--- config.mk ---
export PLATFORM = sky130hd
export DESIGN_NAME = simon_datapath
export DESIGN_NICKNAME = d
export VERILOG_FILES = /design/src/rtl/simon_pkg.sv /design/src/rtl/simon_sat_cnt.sv /design/src/rtl/simon_datapath.sv
export SDC_FILE = /design/constraint.sdc
export NUM_CORES = 1
export LEC_CHECK = 0
export ABC_AREA = 1
export CAP_MARGIN = 10
export CORE_MARGIN = 1.5
export CORE_UTILIZATION = 49
export DETAILED_ROUTE_END_ITERATION = 8
export PLACE_DENSITY_LB_ADDON = 0.2
export SKIP_LAST_GASP = 1
export SYNTH_ARGS = -nofsm -noshare
export SYNTH_HDL_FRONTEND = slang
export SYNTH_SLANG_ARGS = --single-unit
--- constraint.sdc ---
create_clock -name clk -period 1.7 [get_ports clk]
set_input_delay 0.51 -clock clk [delete_from_list [all_inputs] [get_ports clk]]
set_output_delay 0.51 -clock clk [all_outputs]
set_load 0.01 [all_outputs]
--- src/rtl/simon_pkg.sv ---
// Shared types and constants for the Simon game datapath.
// Light indices select one of four lamps; the LFSR supplies them pseudo-randomly.
package simon_pkg;

    localparam int N_LIGHTS = 4;
    localparam logic [15:0] LFSR_TAPS = 16'hB400;
    localparam logic [15:0] DEFAULT_SEED = 16'hACE1;

    typedef logic [1:0] light_idx_t;

    function automatic logic [N_LIGHTS-1:0] onehot(light_idx_t idx);
        logic [N_LIGHTS-1:0] v;
        v = '0;
        v[idx] = 1'b1;
        return v;
    endfunction

endpackage

--- src/rtl/simon_sat_cnt.sv ---
// Saturating up-counter: clr has priority over en, holds at MAX instead of wrapping.
// Output is the registered count; a strobe at edge k shows in q after edge k.
module simon_sat_cnt #(
    parameter int MAX = 49,
    localparam int W = (MAX < 1) ? 1 : $clog2(MAX + 1)
) (
    input  logic         clk,
    input  logic         rst,
    input  logic         clr,
    input  logic         en,
    output logic [W-1:0] q
);

    always_ff @(posedge clk or posedge rst) begin
        if (rst) begin
            q <= '0;
        end else if (clr) begin
            q <= '0;
        end else if (en && (q != W'(MAX))) begin
            q <= q + 1'b1;
        end
    end

endmodule

--- src/rtl/simon_datapath.sv ---
// Simon game datapath: timers, score/step counters, replayable LFSR light sequence,
// switch synchroniser and LED mux. Status flags decode registered state only.
module simon_datapath
    import simon_pkg::*;
#(
    parameter int          TIMER_MAX  = 49,
    parameter int          TIMER_GTN  = 2,
    parameter int          UTIMER_MAX = 199,
    parameter int          SCORE_W    = 5,
    parameter logic [15:0] SEED       = DEFAULT_SEED
) (
    input  logic               clk,
    input  logic               rst,
    input  logic               timerCntEn,
    input  logic               timerRst,
    input  logic               uTimerCntEn,
    input  logic               uTimerRst,
    input  logic               scoreCntEn,
    input  logic               scoreCntRst,
    input  logic               seqCntEn,
    input  logic               seqCntRst,
    input  logic               rndSeqEn,
    input  logic               rndSeqRst,
    input  logic               lightAllSl,
    input  logic               lightRndSl,
    input  logic [3:0]         sw,
    output logic               timerGtN,
    output logic               timerOut,
    output logic               uTimerOut,
    output logic               seqEqScore,
    output logic               anySwitch,
    output logic               switchMatch,
    output logic [3:0]         leds,
    output logic [SCORE_W-1:0] score
);

    localparam int TW  = (TIMER_MAX < 1) ? 1 : $clog2(TIMER_MAX + 1);
    localparam int UTW = (UTIMER_MAX < 1) ? 1 : $clog2(UTIMER_MAX + 1);
    localparam int SCORE_MAX = (1 << SCORE_W) - 1;

    logic [TW-1:0]       timerQ;
    logic [UTW-1:0]      uTimerQ;
    logic [SCORE_W-1:0]  scoreQ;
    logic [SCORE_W-1:0]  seqQ;
    logic [15:0]         lfsr;
    logic [N_LIGHTS-1:0] swMeta;
    logic [N_LIGHTS-1:0] swS;
    logic [N_LIGHTS-1:0] expLight;

    simon_sat_cnt #(.MAX(TIMER_MAX)) uTimerCnt (
        .clk (clk), .rst (rst), .clr (timerRst), .en (timerCntEn), .q (timerQ)
    );

    simon_sat_cnt #(.MAX(UTIMER_MAX)) uUserTimerCnt (
        .clk (clk), .rst (rst), .clr (uTimerRst), .en (uTimerCntEn), .q (uTimerQ)
    );

    simon_sat_cnt #(.MAX(SCORE_MAX)) uScoreCnt (
        .clk (clk), .rst (rst), .clr (scoreCntRst), .en (scoreCntEn), .q (scoreQ)
    );

    simon_sat_cnt #(.MAX(SCORE_MAX)) uSeqCnt (
        .clk (clk), .rst (rst), .clr (seqCntRst), .en (seqCntEn), .q (seqQ)
    );

    // Galois right-shift LFSR; reloading SEED replays the same light sequence.
    always_ff @(posedge clk or posedge rst) begin
        if (rst) begin
            lfsr <= SEED;
        end else if (rndSeqRst) begin
            lfsr <= SEED;
        end else if (rndSeqEn) begin
            lfsr <= (lfsr >> 1) ^ (lfsr[0] ? LFSR_TAPS : 16'h0000);
        end
    end

    always_ff @(posedge clk or posedge rst) begin
        if (rst) begin
            swMeta <= '0;
            swS    <= '0;
        end else begin
            swMeta <= sw;
            swS    <= swMeta;
        end
    end

    assign expLight = onehot(light_idx_t'(lfsr[1:0]));

    assign timerGtN    = (timerQ > TW'(TIMER_GTN));
    assign timerOut    = (timerQ == TW'(TIMER_MAX));
    assign uTimerOut   = (uTimerQ == UTW'(UTIMER_MAX));
    assign seqEqScore  = (seqQ == scoreQ);
    assign anySwitch   = |swS;
    assign switchMatch = (swS == expLight);
    assign score       = scoreQ;

    always_comb begin
        leds = swS;
        if (lightAllSl) begin
            leds = 4'b1111;
        end else if (lightRndSl) begin
            leds = expLight;
        end
    end

endmodule

==> summary.md, run 1 <==
| Metric | Value |
|---|---|
| Status | finished with violations |
| Failing checks | negative setup slack |
| Number of synthesized flops with an enable pin | 0 |
| Die W | 73.9 um |
| Nets | 413 |
| Ys async rst share | 100% |
| Num CTS Buffers | 5 |
| Drt initial violations | 151 |
| Std-Cell Core Area | 0.00479 mm^2 |
| Root Buffer | clkbuf_8 |
| First-pass GRT wire length | 8.86 mm |
| Setup violators final | 9 |
| Clock slew at reported path FFs | 0.08 ns |
| FP Rows | 25 |
| Cell count after synthesis | 295 |
| Post-route ant nets | 0 |
| CP Data Arrival Time | 1.52 ns |
| Non-filler instance count after layout | 455 |
| Final hold violation count | 0 |
| Top-count cell post-synth | nand2_1 |
| Initial antenna violation count | 0 |
| Max VDD drop | 532 uV |
| Pre-antenna DRT Iters | 4 |
| TritonCTS Sinks | 48 |
| CP endpoint kind | output port |
| Post-synth top cells | nand2_1, inv_1, dfrtp_1 |
| GRT Util Overall | 21.0% |
| Final worst-path cycle share | 119% |
| Synth Area per Inst | 8.35 um^2 |
| Share of the synthesized area in the top cell type | 40.7% |
| Finished Core Util | 72.0% |
| RePlAce Congestion | 0.838 |
| Slew @ Worst Pin | 0.290 ns |
| Min cycle time layout | 2.03 ns |
| Detailed Route WL | 5.30 mm |
| Hpwl dp | 3.75 mm |
| Largest net degree at the start of global routing | 21 |
| Seq/Total Area, Yosys | 49.2% |
| Area grow syn2layout | 40.0% |
| Vias in the first global route | 2129 |
| Starting Density | 51.5% |
| Final worst slack | -0.328 ns |
| Dominant cell type by area after synthesis | dfrtp_1 |
| YS warnings | 0 |
| FF+latch count, synth | 48 |
| Max-Cap Viols | 0 |
| Largest fanout on the critical path | 5 |
| Total Power | 2.34 mW |
| Remaining DRCs | 0 |
| PD cells | 678 mW/mm^2 |
| Routed vias | 2233 |
| Routed wire length per instance | 11.7 um |
| Max-slew headroom | 80.7% |
| Synth top area cells | dfrtp_1, dfstp_2, nand2_1, inv_1, nand3_1 |
| Die Height | 73.9 um |
| CTS H-tree depth | 2 |
| Synthesized Nets | 321 |
| WS Path Type | reg -> out |
| Vias per std cell | 4.91 |
| TritonCTS clock tree | yes |
| Clock tree buffer depth | 2 |
| Cell area after layout | 0.00345 mm^2 |
| Layout cells sized above 1 | 32.2% |
| Clock skew | 0.00659 ns |
| Inst Count DP | 435 |
| Diode count | 0 |
| LEAKAGE | 1.68 nW |
| Hold WS | 0.351 ns |
| Startpoint Class | register |
| Setup TNS | -1.15 ns |
| Pre-CTS worst setup slack | -0.648 ns |
| RSZ-0062 raised after global routing | yes |
| HP Class | reg -> reg |
| Top_reg_cell synth | dfrtp_1 |
| Post-CTS Hold Buffers | 0 |
| Slew Limit Fails | 0 |
| Num ports | 33 |
| Count of cell types in the netlist | 29 |
| DIE AREA | 0.00546 mm^2 |
| Gr ovfl total | 0 |
| CP required | 1.19 ns |
| Max Freq | 493 MHz |
| Placed cell area | 0.00320 mm^2 |
| Clk_lat worst skew | 0.30 ns |
| Port Buffer Count | 32 |
| Cell Area, Synth | 0.00246 mm^2 |
## state kept, by name, summed over array words and instances (netlist names)
name / cells
uUserTimerCnt.q: 8
uSeqCnt.q: 5
swS: 4
uScoreCnt.q: 5
uTimerCnt.q: 6
lfsr: 16
swMeta: 4
## path summary, 6_finish.rpt
path / startpoint / to / slack [ns] / depth (start not counted)
worst max-delay path: lfsr[1] / switchMatch / -0.33 / 5
worst min-delay path: swMeta[0] / swS[0] / 0.35 / 0
worst max register to register: uScoreCnt.q[0] / uScoreCnt.q[1] / 0.08 / 10
worst min register to register: swMeta[0] / swS[0] / 0.35 / 0
max in group asynchronous: rst / lfsr[11] / 0.77 / 3
min in group asynchronous: rst / uUserTimerCnt.q[6] / 0.46 / 2
## cells by family after synthesis
family | count (synthesis) | synth area share, %
adder cells (fa/ha/maj) | 8 | 4.07
XOR/XNOR | 10 | 3.56
AO/OA/AOI/OAI | 58 | 12.5
AND/OR/NAND/NOR | 119 | 22.5
flip-flops | 48 | 49.2
buffers and inverters | 52 | 8.18
## power by group
part           internal (mW)  total (mW)  switching (mW)
Sequential              1.20        1.24          0.0318
Clock                  0.325       0.693           0.368
Combinational          0.199       0.409           0.210
## critical path: stages (launching register included)
cell     delay, ns
dfrtp_1       0.46
nor2_2        0.19
xor2_1        0.22
nand2_1       0.10
nor3_2        0.10
buf_2         0.15
## routing by layer
metal | part of all wire, % | vias to the layer above | global-route usage [%]
li1 | - | 1137 | -
met1 | 44 | 1060 | 26.6
met2 | 52 | 27 | 35.5
met3 | 2.1 | 9 | 4.53
met4 | 1.5 | 0 | 6.79
met5 | 0 | - | 0
## placed cells by master, fill, tap and decap left out, types with 2 or more instances in the layout
cell type        instances
nand3_1                 22
xor2_1                   5
buf_6                    3
nor2_8                   2
o22ai_1                  7
nand2_2                  4
o21ai_1                 13
buf_4                   55
buf_2                    7
nor3_2                   3
nor2_2                   7
nand4_1                  4
xnor2_1                  4
clkbuf_8                 6
dfrtp_1                 39
inv_2                   10
inv_1                   37
o21ai_0                 19
clkinv_2                 2
dlygate4sd2_1            7
ha_2                     3
dfstp_2                  8
ha_1                     4
nor2_1                  23
a21oi_1                 15
nand2_4                  2
clkdlybuf4s50_1         15
nor3_1                   3
nor2_4                   3
nand2_1                 43
## timing repair
action | 4_1_cts | 5_1_grt
endpoints found under the setup margin | 18 | 16
resized for setup | 64 | 19
buffers inserted | 8 | 4
pin swaps | 4 | 9
## area by class of cell
type / instances / area [um^2]
clock inverters: 2 / 10.0
fillers: 382 / 1340
inverters: 48 / 180
well taps: 67 / 83.8
multi-input cells: 195 / 1150
repair buffers: 89 / 724
flip-flops and latches: 48 / 1210
clock buffers: 6 / 82.6
(Power assumes the default switching activity.)
==> run 2: changes to the inputs <==
--- a/config.mk
+++ b/config.mk
@@ -9,6 +9,7 @@
 export CAP_MARGIN = 10
 export CORE_MARGIN = 1.5
 export CORE_UTILIZATION = 49
+export CTS_CLUSTER_DIAMETER = 80
 export DETAILED_ROUTE_END_ITERATION = 8
 export PLACE_DENSITY_LB_ADDON = 0.2
 export SKIP_LAST_GASP = 1
==> results of run 2 <==
Final layout, timing and power as in run 1 (identical DEF).
==> run 3: changes to the inputs <==
--- a/config.mk
+++ b/config.mk
@@ -6,7 +6,6 @@
 export NUM_CORES = 1
 export LEC_CHECK = 0
 export ABC_AREA = 1
-export CAP_MARGIN = 10
 export CORE_MARGIN = 1.5
 export CORE_UTILIZATION = 49
 export CTS_CLUSTER_DIAMETER = 80
==> results of run 3 <==
Final layout, timing and power as in run 1 (identical DEF).
